<file path="src/rtl/alu_req_sched.sv">
// Two-requester round-robin front-end for a shared combinational ALU.
// Captures one op at a time, holds it for a per-function latency, returns a tagged result.

module alu_core #(
  parameter int WIDTH = 6
) (
  input  logic [WIDTH-1:0]   a,
  input  logic [WIDTH-1:0]   b,
  input  logic [1:0]         func,
  output logic [2*WIDTH-1:0] out,
  output logic               ovf
);
  always_comb begin
    out = '0;
    ovf = 1'b0;
    case (func)
      // ovf is the unsigned carry (add) or borrow (sub) out of the top bit
      2'b00: {ovf, out[WIDTH-1:0]} = {1'b0, a} + {1'b0, b};
      2'b01: {ovf, out[WIDTH-1:0]} = {1'b0, a} - {1'b0, b};
      2'b10: out = {{WIDTH{1'b0}}, a} * {{WIDTH{1'b0}}, b};
      2'b11: if (b != '0) out = {a / b, a % b};
      default: out = '0;
    endcase
  end
endmodule

module alu_req_sched #(
  parameter int WIDTH      = 6,
  parameter int ADDSUB_LAT = 1,
  parameter int MUL_LAT    = 4,
  parameter int DIV_LAT    = 8
) (
  input  logic               clk,
  input  logic               rst_n,
  input  logic [1:0]         req,
  input  logic [WIDTH-1:0]   a0,
  input  logic [WIDTH-1:0]   b0,
  input  logic [1:0]         func0,
  input  logic [WIDTH-1:0]   a1,
  input  logic [WIDTH-1:0]   b1,
  input  logic [1:0]         func1,
  output logic [1:0]         gnt,
  output logic               busy,
  output logic               rsp_valid,
  output logic               rsp_id,
  output logic [2*WIDTH-1:0] rsp_out,
  output logic               rsp_ovf,
  output logic               rsp_err,
  input  logic               rsp_ready
);
  typedef enum logic [1:0] {IDLE, EXEC, DONE} state_t;

  state_t             state;
  logic               rr;
  logic [WIDTH-1:0]   op_a;
  logic [WIDTH-1:0]   op_b;
  logic [1:0]         op_func;
  logic [3:0]         cnt;

  logic               win;
  logic [WIDTH-1:0]   win_a;
  logic [WIDTH-1:0]   win_b;
  logic [1:0]         win_func;
  logic [2*WIDTH-1:0] alu_out;
  logic               alu_ovf;

  function automatic logic [3:0] lat_m1(input logic [1:0] f);
    case (f)
      2'b10:   lat_m1 = 4'(MUL_LAT - 1);
      2'b11:   lat_m1 = 4'(DIV_LAT - 1);
      default: lat_m1 = 4'(ADDSUB_LAT - 1);
    endcase
  endfunction

  // With both requesting, the rr pointer picks; otherwise the lone requester wins.
  always_comb begin
    win      = (req == 2'b11) ? rr : req[1];
    win_a    = win ? a1 : a0;
    win_b    = win ? b1 : b0;
    win_func = win ? func1 : func0;
  end

  alu_core #(.WIDTH(WIDTH)) u_alu (
    .a    (op_a),
    .b    (op_b),
    .func (op_func),
    .out  (alu_out),
    .ovf  (alu_ovf)
  );

  // Response handshake: rsp_valid rises with the result and stays high with
  // rsp_id/out/ovf/err stable; the transfer completes on an edge with
  // rsp_valid & rsp_ready, and rsp_ready without rsp_valid has no effect.
  always_ff @(posedge clk or negedge rst_n) begin
    if (!rst_n) begin
      state     <= IDLE;
      rr        <= 1'b0;
      op_a      <= '0;
      op_b      <= '0;
      op_func   <= '0;
      cnt       <= '0;
      gnt       <= 2'b00;
      busy      <= 1'b0;
      rsp_valid <= 1'b0;
      rsp_id    <= 1'b0;
      rsp_out   <= '0;
      rsp_ovf   <= 1'b0;
      rsp_err   <= 1'b0;
    end else begin
      gnt <= 2'b00;
      case (state)
        IDLE: begin
          if (|req) begin
            op_a    <= win_a;
            op_b    <= win_b;
            op_func <= win_func;
            rsp_id  <= win;
            rr      <= ~win;
            gnt     <= win ? 2'b10 : 2'b01;
            busy    <= 1'b1;
            // Divide-by-zero never reaches the ALU.
            if (win_func == 2'b11 && win_b == '0) begin
              state     <= DONE;
              cnt       <= '0;
              rsp_out   <= '0;
              rsp_ovf   <= 1'b0;
              rsp_err   <= 1'b1;
              rsp_valid <= 1'b1;
            end else begin
              state <= EXEC;
              cnt   <= lat_m1(win_func);
            end
          end
        end
        EXEC: begin
          if (cnt == 4'd0) begin
            rsp_out   <= alu_out;
            rsp_ovf   <= alu_ovf;
            rsp_err   <= 1'b0;
            rsp_valid <= 1'b1;
            state     <= DONE;
          end else begin
            cnt <= cnt - 4'd1;
          end
        end
        DONE: begin
          if (rsp_valid && rsp_ready) begin
            rsp_valid <= 1'b0;
            busy      <= 1'b0;
            state     <= IDLE;
          end
        end
        default: state <= IDLE;
      endcase
    end
  end
endmodule

</file>
<file path="config.mk">
export PLATFORM = sky130hd
export DESIGN_NAME = alu_req_sched
export DESIGN_NICKNAME = d
export VERILOG_FILES = /design/src/rtl/alu_req_sched.sv
export SDC_FILE = /design/constraint.sdc
export NUM_CORES = 1
export LEC_CHECK = 0
export BUFFER_PORTS_ARGS = -buffer_cell sky130_fd_sc_hd__buf_2
export CAP_MARGIN = 20
export CORE_MARGIN = 2
export CORE_UTILIZATION = 35
export DETAILED_ROUTE_END_ITERATION = 6
export SLEW_MARGIN = 20
export SYNTH_ARGS = -nofsm -noshare
export SYNTH_HDL_FRONTEND = slang
export SYNTH_HIERARCHICAL = 1
export SYNTH_SLANG_ARGS = --single-unit
</file>
<file path="constraint.sdc">
create_clock -name clk -period 9.9 [get_ports clk]
set_clock_uncertainty 0.2 [all_clocks]
set_input_delay 0.495 -clock clk [delete_from_list [all_inputs] [get_ports clk]]
set_output_delay 0.495 -clock clk [all_outputs]
set_load 0.02 [all_outputs]
</file>
==> impl_metrics.tcl <==
set metrics [dict create \
    outcome "finished, final reports clean" \
    pin_count 52 \
    ctsHoldBuffers 0 \
    clk_latency_ps 280 \
    core_um2 13100 \
    num_rows 42 \
    synth_edf_count 0 \
    synth_flop_cell "dfrtp_1" \
    report.final.hold_viol_count 0 \
    rr_endpoint "rsp_out[3]" \
    setup_viol 0 \
    layout_common_cells "nand2_1 (65), ha_1 (57), buf_2 (51)" \
    place.gp.congestion 0.930 \
    criticalPathCategory "flip-flop to flip-flop" \
    die_x_um 120 \
    drt-initial-drc-count 193 \
    tightest_slew_ps 967 \
    finalSetupTns_ps 0 \
    numClockSinks 40 \
    cts_root_buf "clkbuf_16" \
    drv_cap 0 \
    rsz0062_at_grt "false" \
    post_drt_wl_per_cell_um 15.7 \
    post-route-min-period_ps 8690 \
    ys_async_sr_fraction_pct 100 \
    post-route-drc-count 0 \
    layoutNonFillerInstCount 773 \
    chipHeight_um 120 \
    gr-usage-all-layers_pct 17.0 \
    reg2reg_slack_ps 1210 \
    initial_core_util_pct 35.6 \
    fin_crit_sh_pct 87.8 \
    dp_cells 765 \
    tritoncts "yes" \
    slew_headroom_pct 35.3 \
    firstDrtPassIters 5 \
    htree_levels 2 \
    nFillCells 1362 \
    synth-seq-cells 40 \
    min_path_type "primary input to async pin" \
    ant_nets 0 \
    path_common_cell "ha_1" \
    grt_pass1_wl_um 20000 \
    grt_max_degree 41 \
    arrival_ps 8620 \
    reg2reg_from "op_b[0]" \
    syn_area_um2 4680 \
    antenna_found_initial 0 \
    via_per_inst 5.45 \
    drive_above_1_share_pct 13.6 \
    grt_pass1_vias 4129 \
    post_cts_resized 0 \
    ys_types 65 \
    vias 4209 \
    start_kind "flip-flop" \
    hpwl_um 9760 \
    yosys_warnings 6 \
    gr-total-overflow 0 \
    max_clock_freq_mhz 115 \
    numCtsBuffers 5 \
    dieArea_um2 14300 \
    ys_seq_area_share_pct 21.4 \
    syn_inst 553 \
    io_buffers 51 \
    path_clk_slew_ps 60 \
    antenna_cells 0 \
    end_kind "flip-flop" \
    r2r_cells 33 \
    nets 706 \
    finalMaxSlewViolations 0 \
    cts_buffer_depth 2 \
    layout_commonest_cell "nand2_1" \
    area_growth_pct 12.3 \
    multiInputGateArea_um2 3420 \
    syn_avg_cell_area_um2 8.46 \
    max_stage_delay_ps 560 \
    seq_area_um2 1000 \
    post_cts_buffers 0 \
    cp.required_ps 9830 \
    slowest_stage "dfrtp_1" \
    cp_max_fo 10 \
    drt_wl_total_um 12100 \
    syn_nets 663 \
]
[worst max-delay path, delay by kind of cell, from the launching register on]
family                     cells  cell delay (ps)
AOI/OAI and AO/OA             20             4680
adders and majority gates      6             2000
and+or+nand+nor                5              750
DFF                            1              560
buffers and inverters          2              360
[per-layer routing]
| layer | GRT usage, % | vias up | part of all wire [%] |
|---|---|---|---|
| li1 | - | 2048 | - |
| met5 | 0 | - | 0 |
| met4 | 3.31 | 0 | 1.8 |
| met1 | 22.5 | 2056 | 46 |
| met3 | 1.71 | 12 | 3.7 |
| met2 | 30.2 | 93 | 49 |
[flip-flops by register name, summed over array words and instances (netlist names)]
register	cells
gnt	2
rsp_valid	1
rsp_out	12
op_b	6
rsp_err	1
cnt	4
rr	1
busy	1
rsp_id	1
op_a	6
op_func	2
rsp_ovf	1
state	2
[cell families (layout without fill, tap and decap cells)]
logic type / count (synthesis) / in the layout / share of synthesized area (%)
muxes: 18 / 18 / 3.99
AOI/OAI and AO/OA: 158 / 158 / 23.4
and+or+nand+nor: 177 / 177 / 18.0
adders and majority gates: 77 / 77 / 23.8
buffers and inverters: 62 / 106 / 5.51
xor gates and xnor gates: 21 / 21 / 3.93
DFF: 40 / 40 / 21.4
[area by class of cell]
class / count / share of cell area, %
multi-input combinational: 451 / 65.2
sequential: 40 / 19.1
timing repair buffer: 52 / 5.00
tap: 176 / 4.19
inverter: 46 / 3.29
clock buffer: 5 / 2.38
clock inverter: 3 / 0.882
[Yosys cell counts, types with 5 or more instances]
| master | n | area (µm²) |
|---|---|---|
| o22ai_1 | 6 | 37.5 |
| nor3_1 | 8 | 40.0 |
| o21ai_0 | 37 | 185 |
| nand2_1 | 65 | 244 |
| a211oi_1 | 5 | 37.5 |
| ha_1 | 57 | 713 |
| clkbuf_1 | 8 | 30.0 |
| nand3_1 | 8 | 40.0 |
| a31oi_1 | 7 | 43.8 |
| inv_1 | 45 | 169 |
| fa_1 | 20 | 400 |
| o21a_1 | 5 | 37.5 |
| mux2i_1 | 16 | 160 |
| buf_2 | 5 | 25.0 |
| o21bai_1 | 5 | 37.5 |
| a22oi_1 | 15 | 113 |
| a21oi_1 | 21 | 105 |
| nand2b_1 | 6 | 37.5 |
| a21o_1 | 10 | 75.1 |
| xnor2_1 | 16 | 140 |
| xor2_1 | 5 | 43.8 |
| nor2b_1 | 15 | 93.8 |
| o21ai_1 | 10 | 50.1 |
| dfrtp_1 | 40 | 1000 |
| and2_1 | 10 | 62.6 |
| nor2_1 | 43 | 161 |
[how the worst max path moves through the flow]
stage	start	cells past startpoint	endpoint	slack [ps]
after floorplan	op_b[5]	31	rsp_out[3]	2340
after global routing	op_b[0]	34	rsp_out[3]	630
after global placement	op_b[5]	31	rsp_out[3]	1730
after detailed placement	op_b[0]	33	rsp_out[3]	1360
final	op_b[0]	33	rsp_out[3]	1210
after CTS	op_b[0]	33	rsp_out[3]	1330
[through the flow]
step                hold WS, ps  cell area [µm²]  setup slack (ps)  utilization, %
finish                      141             5250              1210            40.0
global route                234             5250               635            40.0
CTS                         179             5250              1330            40.0
detailed placement          262             5080              1360            38.7
global placement            258             5080              1730            38.7
floorplan                -0.591             4680              2340               -
Power is left out: the tool's default activity adds up to more than one toggle a clock period on the data nets, which glitch-free logic cannot reach.
